<file path="src/rtl/unified_mem_arbiter_if.sv">
// Bundles the fetch, data and memory-macro signals of the unified memory arbiter.
// The master view belongs to the arbiter; the slave view belongs to the pipeline and memory.
interface unified_mem_arbiter_if #(
  parameter int unsigned DATA_WIDTH = 32,
  parameter int unsigned ADDR_WIDTH = 32
);
  localparam int unsigned BE_W = DATA_WIDTH / 8;

  logic                  IFReq_i;
  logic [ADDR_WIDTH-1:0] IFAddr_i;
  logic                  IFKill_i;
  logic [DATA_WIDTH-1:0] IFRdata_o;
  logic                  IFValid_o;

  logic                  DMReq_i;
  logic                  DMWrite_i;
  logic [ADDR_WIDTH-1:0] DMAddr_i;
  logic [DATA_WIDTH-1:0] DMWdata_i;
  logic [BE_W-1:0]       DMByteEn_i;
  logic [DATA_WIDTH-1:0] DMRdata_o;
  logic                  DMValid_o;

  logic                  MemReq_o;
  logic                  MemWe_o;
  logic [ADDR_WIDTH-1:0] MemAddr_o;
  logic [DATA_WIDTH-1:0] MemWdata_o;
  logic [BE_W-1:0]       MemByteEn_o;
  logic [DATA_WIDTH-1:0] MemRdata_i;

  logic                  StallF_o;
  logic                  StallM_o;

  modport master (
    input  IFReq_i, IFAddr_i, IFKill_i,
    output IFRdata_o, IFValid_o,
    input  DMReq_i, DMWrite_i, DMAddr_i, DMWdata_i, DMByteEn_i,
    output DMRdata_o, DMValid_o,
    output MemReq_o, MemWe_o, MemAddr_o, MemWdata_o, MemByteEn_o,
    input  MemRdata_i,
    output StallF_o, StallM_o
  );

  modport slave (
    output IFReq_i, IFAddr_i, IFKill_i,
    input  IFRdata_o, IFValid_o,
    output DMReq_i, DMWrite_i, DMAddr_i, DMWdata_i, DMByteEn_i,
    input  DMRdata_o, DMValid_o,
    input  MemReq_o, MemWe_o, MemAddr_o, MemWdata_o, MemByteEn_o,
    output MemRdata_i,
    input  StallF_o, StallM_o
  );
endinterface

</file>
<file path="src/rtl/unified_mem_arbiter.sv">
// Arbitrates fetch and data accesses onto one single-port fixed-latency memory.
// Data wins ties; a grant streak counter forces a fetch after STARVE_LIMIT data grants.
module unified_mem_arbiter #(
  parameter int unsigned DATA_WIDTH   = 32,
  parameter int unsigned ADDR_WIDTH   = 32,
  parameter int unsigned MEM_LATENCY  = 2,
  parameter int unsigned STARVE_LIMIT = 4
) (
  input  logic                  clk,
  input  logic                  rst,
  unified_mem_arbiter_if.master bus
);
  localparam int unsigned BE_W  = DATA_WIDTH / 8;
  localparam int unsigned CNT_W = (MEM_LATENCY > 1) ? $clog2(MEM_LATENCY) : 1;
  localparam int unsigned STK_W = $clog2(STARVE_LIMIT + 1);

  typedef enum logic [1:0] {S_IDLE, S_ISSUE, S_WAIT, S_RESP} state_e;

  state_e                state_q, state_d;
  logic [CNT_W-1:0]      cnt_q, cnt_d;
  logic [STK_W-1:0]      streak_q, streak_d;
  logic                  kill_q, kill_d;
  logic                  win_if_q, win_if_d;
  logic                  win_wr_q, win_wr_d;

  logic                  mem_req_q, mem_req_d;
  logic                  mem_we_q, mem_we_d;
  logic [ADDR_WIDTH-1:0] mem_addr_q, mem_addr_d;
  logic [DATA_WIDTH-1:0] mem_wdata_q, mem_wdata_d;
  logic [BE_W-1:0]       mem_be_q, mem_be_d;

  logic [DATA_WIDTH-1:0] if_rdata_q, if_rdata_d;
  logic                  if_valid_q, if_valid_d;
  logic [DATA_WIDTH-1:0] dm_rdata_q, dm_rdata_d;
  logic                  dm_valid_q, dm_valid_d;

  logic                  if_req;
  logic                  grant_if;
  logic                  grant_wr;
  logic                  kill_now;

  // Next-state, arbitration and payload capture
  always_comb begin
    state_d     = state_q;
    cnt_d       = cnt_q;
    streak_d    = streak_q;
    kill_d      = kill_q;
    win_if_d    = win_if_q;
    win_wr_d    = win_wr_q;
    mem_req_d   = 1'b0;
    mem_we_d    = 1'b0;
    mem_addr_d  = '0;
    mem_wdata_d = '0;
    mem_be_d    = '0;
    if_rdata_d  = if_rdata_q;
    if_valid_d  = 1'b0;
    dm_rdata_d  = dm_rdata_q;
    dm_valid_d  = 1'b0;
    if_req      = bus.IFReq_i & ~bus.IFKill_i;
    grant_if    = 1'b0;
    grant_wr    = 1'b0;
    kill_now    = kill_q | (win_if_q & bus.IFKill_i);

    unique case (state_q)
      S_IDLE: begin
        kill_d = 1'b0;
        if (!bus.IFReq_i) streak_d = '0;
        if (bus.DMReq_i || if_req) begin
          grant_if    = if_req && (!bus.DMReq_i || streak_q == STK_W'(STARVE_LIMIT));
          grant_wr    = !grant_if && bus.DMWrite_i;
          win_if_d    = grant_if;
          win_wr_d    = grant_wr;
          mem_req_d   = 1'b1;
          mem_we_d    = grant_wr;
          mem_addr_d  = grant_if ? bus.IFAddr_i : bus.DMAddr_i;
          mem_wdata_d = grant_wr ? bus.DMWdata_i : '0;
          mem_be_d    = grant_wr ? bus.DMByteEn_i : '1;
          if (grant_if) begin
            streak_d = '0;
          end else if (bus.IFReq_i && streak_q != STK_W'(STARVE_LIMIT)) begin
            streak_d = streak_q + STK_W'(1);
          end
          state_d = S_ISSUE;
        end
      end
      S_ISSUE: begin
        kill_d  = kill_now;
        cnt_d   = CNT_W'(MEM_LATENCY - 1);
        state_d = S_WAIT;
      end
      S_WAIT: begin
        kill_d = kill_now;
        if (cnt_q == '0) begin
          // Read data is valid this cycle; a late kill still suppresses the fetch result
          if (win_if_q) begin
            if (!kill_now) begin
              if_rdata_d = bus.MemRdata_i;
              if_valid_d = 1'b1;
            end
          end else begin
            dm_valid_d = 1'b1;
            if (!win_wr_q) dm_rdata_d = bus.MemRdata_i;
          end
          state_d = S_RESP;
        end else begin
          cnt_d = cnt_q - CNT_W'(1);
        end
      end
      S_RESP: begin
        kill_d  = 1'b0;
        state_d = S_IDLE;
      end
      default: state_d = S_IDLE;
    endcase
  end

  // State and output registers; reset drops any in-flight response
  always_ff @(posedge clk) begin
    if (rst) begin
      state_q     <= S_IDLE;
      cnt_q       <= '0;
      streak_q    <= '0;
      kill_q      <= 1'b0;
      win_if_q    <= 1'b0;
      win_wr_q    <= 1'b0;
      mem_req_q   <= 1'b0;
      mem_we_q    <= 1'b0;
      mem_addr_q  <= '0;
      mem_wdata_q <= '0;
      mem_be_q    <= '0;
      if_rdata_q  <= '0;
      if_valid_q  <= 1'b0;
      dm_rdata_q  <= '0;
      dm_valid_q  <= 1'b0;
    end else begin
      state_q     <= state_d;
      cnt_q       <= cnt_d;
      streak_q    <= streak_d;
      kill_q      <= kill_d;
      win_if_q    <= win_if_d;
      win_wr_q    <= win_wr_d;
      mem_req_q   <= mem_req_d;
      mem_we_q    <= mem_we_d;
      mem_addr_q  <= mem_addr_d;
      mem_wdata_q <= mem_wdata_d;
      mem_be_q    <= mem_be_d;
      if_rdata_q  <= if_rdata_d;
      if_valid_q  <= if_valid_d;
      dm_rdata_q  <= dm_rdata_d;
      dm_valid_q  <= dm_valid_d;
    end
  end

  assign bus.MemReq_o    = mem_req_q;
  assign bus.MemWe_o     = mem_we_q;
  assign bus.MemAddr_o   = mem_addr_q;
  assign bus.MemWdata_o  = mem_wdata_q;
  assign bus.MemByteEn_o = mem_be_q;
  assign bus.IFRdata_o   = if_rdata_q;
  assign bus.IFValid_o   = if_valid_q;
  assign bus.DMRdata_o   = dm_rdata_q;
  assign bus.DMValid_o   = dm_valid_q;

  assign bus.StallF_o = ~rst & bus.IFReq_i & ~if_valid_q;
  assign bus.StallM_o = ~rst & bus.DMReq_i & ~dm_valid_q;
endmodule

</file>
<file path="src/flat_wrapper.sv">
// flat-port wrapper written by rule: the top's interface ports become plain ports
module unified_mem_arbiter_flat 
#(
  parameter int unsigned DATA_WIDTH   = 32,
  parameter int unsigned ADDR_WIDTH   = 32,
  parameter int unsigned MEM_LATENCY  = 2,
  parameter int unsigned STARVE_LIMIT = 4
)
  (clk, rst, bus_IFReq_i, bus_IFAddr_i, bus_IFKill_i, bus_IFRdata_o, bus_IFValid_o, bus_DMReq_i, bus_DMWrite_i, bus_DMAddr_i, bus_DMWdata_i, bus_DMByteEn_i, bus_DMRdata_o, bus_DMValid_o, bus_MemReq_o, bus_MemWe_o, bus_MemAddr_o, bus_MemWdata_o, bus_MemByteEn_o, bus_MemRdata_i, bus_StallF_o, bus_StallM_o);
  unified_mem_arbiter_if #(.DATA_WIDTH(DATA_WIDTH), .ADDR_WIDTH(ADDR_WIDTH)) bus_i ();
  input  logic clk;
  input  logic rst;
  input wire logic [$bits(bus_i.IFReq_i)-1:0] bus_IFReq_i;
  input wire logic [$bits(bus_i.IFAddr_i)-1:0] bus_IFAddr_i;
  input wire logic [$bits(bus_i.IFKill_i)-1:0] bus_IFKill_i;
  output wire logic [$bits(bus_i.IFRdata_o)-1:0] bus_IFRdata_o;
  output wire logic [$bits(bus_i.IFValid_o)-1:0] bus_IFValid_o;
  input wire logic [$bits(bus_i.DMReq_i)-1:0] bus_DMReq_i;
  input wire logic [$bits(bus_i.DMWrite_i)-1:0] bus_DMWrite_i;
  input wire logic [$bits(bus_i.DMAddr_i)-1:0] bus_DMAddr_i;
  input wire logic [$bits(bus_i.DMWdata_i)-1:0] bus_DMWdata_i;
  input wire logic [$bits(bus_i.DMByteEn_i)-1:0] bus_DMByteEn_i;
  output wire logic [$bits(bus_i.DMRdata_o)-1:0] bus_DMRdata_o;
  output wire logic [$bits(bus_i.DMValid_o)-1:0] bus_DMValid_o;
  output wire logic [$bits(bus_i.MemReq_o)-1:0] bus_MemReq_o;
  output wire logic [$bits(bus_i.MemWe_o)-1:0] bus_MemWe_o;
  output wire logic [$bits(bus_i.MemAddr_o)-1:0] bus_MemAddr_o;
  output wire logic [$bits(bus_i.MemWdata_o)-1:0] bus_MemWdata_o;
  output wire logic [$bits(bus_i.MemByteEn_o)-1:0] bus_MemByteEn_o;
  input wire logic [$bits(bus_i.MemRdata_i)-1:0] bus_MemRdata_i;
  output wire logic [$bits(bus_i.StallF_o)-1:0] bus_StallF_o;
  output wire logic [$bits(bus_i.StallM_o)-1:0] bus_StallM_o;
  assign bus_i.IFReq_i = bus_IFReq_i;
  assign bus_i.IFAddr_i = bus_IFAddr_i;
  assign bus_i.IFKill_i = bus_IFKill_i;
  assign bus_IFRdata_o = bus_i.IFRdata_o;
  assign bus_IFValid_o = bus_i.IFValid_o;
  assign bus_i.DMReq_i = bus_DMReq_i;
  assign bus_i.DMWrite_i = bus_DMWrite_i;
  assign bus_i.DMAddr_i = bus_DMAddr_i;
  assign bus_i.DMWdata_i = bus_DMWdata_i;
  assign bus_i.DMByteEn_i = bus_DMByteEn_i;
  assign bus_DMRdata_o = bus_i.DMRdata_o;
  assign bus_DMValid_o = bus_i.DMValid_o;
  assign bus_MemReq_o = bus_i.MemReq_o;
  assign bus_MemWe_o = bus_i.MemWe_o;
  assign bus_MemAddr_o = bus_i.MemAddr_o;
  assign bus_MemWdata_o = bus_i.MemWdata_o;
  assign bus_MemByteEn_o = bus_i.MemByteEn_o;
  assign bus_i.MemRdata_i = bus_MemRdata_i;
  assign bus_StallF_o = bus_i.StallF_o;
  assign bus_StallM_o = bus_i.StallM_o;
  unified_mem_arbiter #(.DATA_WIDTH(DATA_WIDTH), .ADDR_WIDTH(ADDR_WIDTH), .MEM_LATENCY(MEM_LATENCY), .STARVE_LIMIT(STARVE_LIMIT)) u_core (.clk(clk), .rst(rst), .bus(bus_i));
endmodule
</file>
<file path="config.mk">
export PLATFORM = sky130hd
export DESIGN_NAME = unified_mem_arbiter_flat
export DESIGN_NICKNAME = d
export VERILOG_FILES = /design/src/rtl/unified_mem_arbiter_if.sv /design/src/rtl/unified_mem_arbiter.sv /design/src/flat_wrapper.sv
export SDC_FILE = /design/constraint.sdc
export NUM_CORES = 1
export LEC_CHECK = 0
export BUFFER_PORTS_ARGS = -buffer_cell sky130_fd_sc_hd__clkbuf_2
export CAP_MARGIN = 20
export CORE_ASPECT_RATIO = 1.25
export CORE_MARGIN = 5
export CORE_UTILIZATION = 44
export CTS_CLUSTER_DIAMETER = 200
export DETAILED_ROUTE_END_ITERATION = 8
export PLACE_DENSITY = 0.89
export SLEW_MARGIN = 20
export SYNTH_ARGS = -nofsm -noshare
export SYNTH_HDL_FRONTEND = slang
export SYNTH_SLANG_ARGS = --single-unit
</file>
<file path="constraint.sdc">
create_clock -name clk -period 2.1 [get_ports clk]
set_input_delay 0.42 -clock clk [delete_from_list [all_inputs] [get_ports clk]]
set_output_delay 0.42 -clock clk [all_outputs]
set_load 0.01 [all_outputs]
</file>
==> results.ini <==
[outcome]
outcome=finished clean

[detailed_routing]
drt_iter0_drc=151
ant_nets=0
dr.pass1.iters=6
avgRoutedWirePerCell_um=14.16
drc=0
viasPerCell=4.735
routed_wl_mm=13.95
vias=4664

[power]
p_leak_nw=3.328
irDropWorstVdd_v=0.0006937
pwr_density_cell_nw_per_um2=1045

[timing]
timing_hold_violations_final=0
fin_tns_setup_ns=0
rsz0062_at_grt=no
tightest_slew_ns=0.5117
finalHoldWorstSlack_ns=0.2107
clock_skew_ns=0.007520
setup_violations=0
slew_headroom_pct=65.89
finalCritPeriodShare_pct=87.94
drv_slew=0
max_freq_mhz=541.5
timing.final.crit_period_ns=1.847

[floorplanning]
dieArea_um2=13400
start_util_pct=44.58
io_pins=276
die_h_um=128.2
core_um2=11030
rows=43
die_w_um=104.6

[yosys]
synth-xor-area-share_pct=0
synth_top_family_by_area=simple AND/OR/NAND/NOR gates
synth_edf_count=0
ys_seq_area_share_pct=59.03
ys_warn_count=0
synth-seq-cells=145
syn_avg_cell_area_um2=8.657
synth_fa_ha_area_share_pct=1.527
synth-main-ff-cell=dfxtp_1
synth-simple-area-share_pct=22.70
synth_compound_area_share_pct=12.16
synthDistinctLibCells=36
synthCells=568
synth_mux_area_share_pct=0.4071
synth_nets=712
syn_area_um2=4917
async_flop_share_pct=0

[flow_run]
maxCapViolations=0

[cts]
numCtsBuffers=17
cts_setup_buffers=0
ctsResizeCount=0
clkTransAtPathRegs_ns=0.06
htreeDepth=4
tritoncts=done
cts_root_buf=clkbuf_16
clock_sinks=145
cts.path.max_buffers=2
worstSkewPairLatency_ns=0.41
cts_hold_buf=0

[layout]
nets=981
syn_to_final_growth_pct=42.26
layout_commonest_cell=clkbuf_2
layout_common_cells=clkbuf_2, nand2_1, dfxtp_1
layout.cells.non_filler=985
utilization_pct=63.43
n_antenna_cell=0
drive_above_1_share_pct=38.24

[min_path]
hp-class=primary input to flop

[worst_setup_path]
required_ns=2.38
crit_path_end_kind=flop
cpMaxStageDelayCell=or4b_1
crit_path_cell_trace=inv_1, ha_1, nand2b_4, or4b_1, buf_4, nand2_1, a21oi_1
startpoint_type=flop
crit_fanout=33
cp_top_family=simple AND/OR/NAND/NOR gates
cp_num_buf_inv=2
cpPeakStageDelay_ns=0.47
crit_type=flop to flop
arrival_ns=2.13

[grt]
grt_max_degree=49
grt_first_pass_wirelength_mm=21.68
overflow=0
grt_pass1_vias=4466
antenna_found_initial=0
track_usage_pct=20.00

[placement]
io_buffers=275
gp_congestion=0.7806
placed_cells=953
dp_hpwl_mm=10.52

through the flow:
step	area, µm²	worst slack (ns)	power, mW
after CTS	6995	0.2554	7.406
after floorplan	4917	0.4089	3.951
after global placement	6431	0.3088	4.496
after global routing	6995	0.1179	7.714
after detailed placement	6431	0.2601	4.536
final	6995	0.2533	7.310
power breakdown:
part           internal (mW)  switching (mW)
logic                  0.529           0.780
clock network           1.57            1.27
registers               3.03           0.124
kinds of logic (layout without fill, tap and decap cells):
family	Yosys count	count (layout)
muxes	2	2
buffers and inverters	44	326
and+or+nand+nor	258	258
DFF	145	145
adders and majority gates	6	6
AOI/OAI and AO/OA	113	113
per-layer routing:
layer | global-route usage, % | routed length [µm]
met1 | 22.26 | 5173
met3 | 7.355 | 1292
met5 | 0 | 0
met4 | 6.936 | 180
met2 | 35.10 | 7304
synthesized netlist by cell type, types with 2 or more instances:
| cell type | number | area, µm² |
|---|---|---|
| ha_1 | 6 | 75.07 |
| clkbuf_1 | 18 | 67.56 |
| and2_1 | 32 | 200.2 |
| nor2_2 | 2 | 12.51 |
| buf_2 | 12 | 60.06 |
| nand2_1 | 195 | 732.0 |
| nand2b_1 | 2 | 12.51 |
| clkbuf_2 | 2 | 10.01 |
| o21ai_0 | 6 | 30.03 |
| buf_6 | 3 | 33.78 |
| mux2i_1 | 2 | 20.02 |
| nor2_1 | 13 | 48.80 |
| inv_1 | 9 | 33.78 |
| nor3_1 | 3 | 15.01 |
| dfxtp_1 | 145 | 2903 |
| a21oi_1 | 98 | 490.5 |
registers in the layout (all words and copies together), names as in the netlist:
| name | cells |
|---|---|
| u_core.state_q | 2 |
| u_core.win_wr_q | 1 |
| u_core.bus.IFValid_o | 1 |
| u_core.bus.MemAddr_o | 32 |
| u_core.bus.MemReq_o | 1 |
| u_core.kill_q | 1 |
| u_core.bus.IFRdata_o | 32 |
| u_core.streak_q | 3 |
| u_core.cnt_q | 1 |
| u_core.win_if_q | 1 |
| u_core.bus.MemWdata_o | 32 |
| u_core.bus.MemByteEn_o | 4 |
| u_core.bus.DMRdata_o | 32 |
| u_core.bus.MemWe_o | 1 |
| u_core.bus.DMValid_o | 1 |
worst reg2reg max path: stages (launching register included):
cell and delay [ns]:
dfxtp_1 0.33, inv_1 0.10, ha_1 0.27, nand2b_4 0.11, or4b_1 0.47, buf_4 0.25
nand2_1 0.12, a21oi_1 0.08
path summary, 6_finish.rpt:
check,to,cells past startpoint,slack [ns],startpoint
min,u_core.bus.MemWdata_o[18],2,0.21,bus_DMWdata_i[18]
min reg2reg,u_core.bus.DMRdata_o[23],2,0.45,u_core.bus.DMRdata_o[23]
max,u_core.bus.IFRdata_o[0],7,0.25,u_core.state_q[0]
max reg2reg,u_core.bus.IFRdata_o[0],7,0.25,u_core.state_q[0]
layout make-up:
class | count | area, µm²
Clock buffer | 17 | 425.4
Clock inverter | 15 | 138.9
Fill cell | 940 | 4034
Inverter | 9 | 33.78
Multi-Input combinational cell | 379 | 1824
Sequential cell | 145 | 2903
Tap cell | 135 | 168.9
Timing Repair Buffer | 285 | 1501
(Power assumes the default switching activity.)
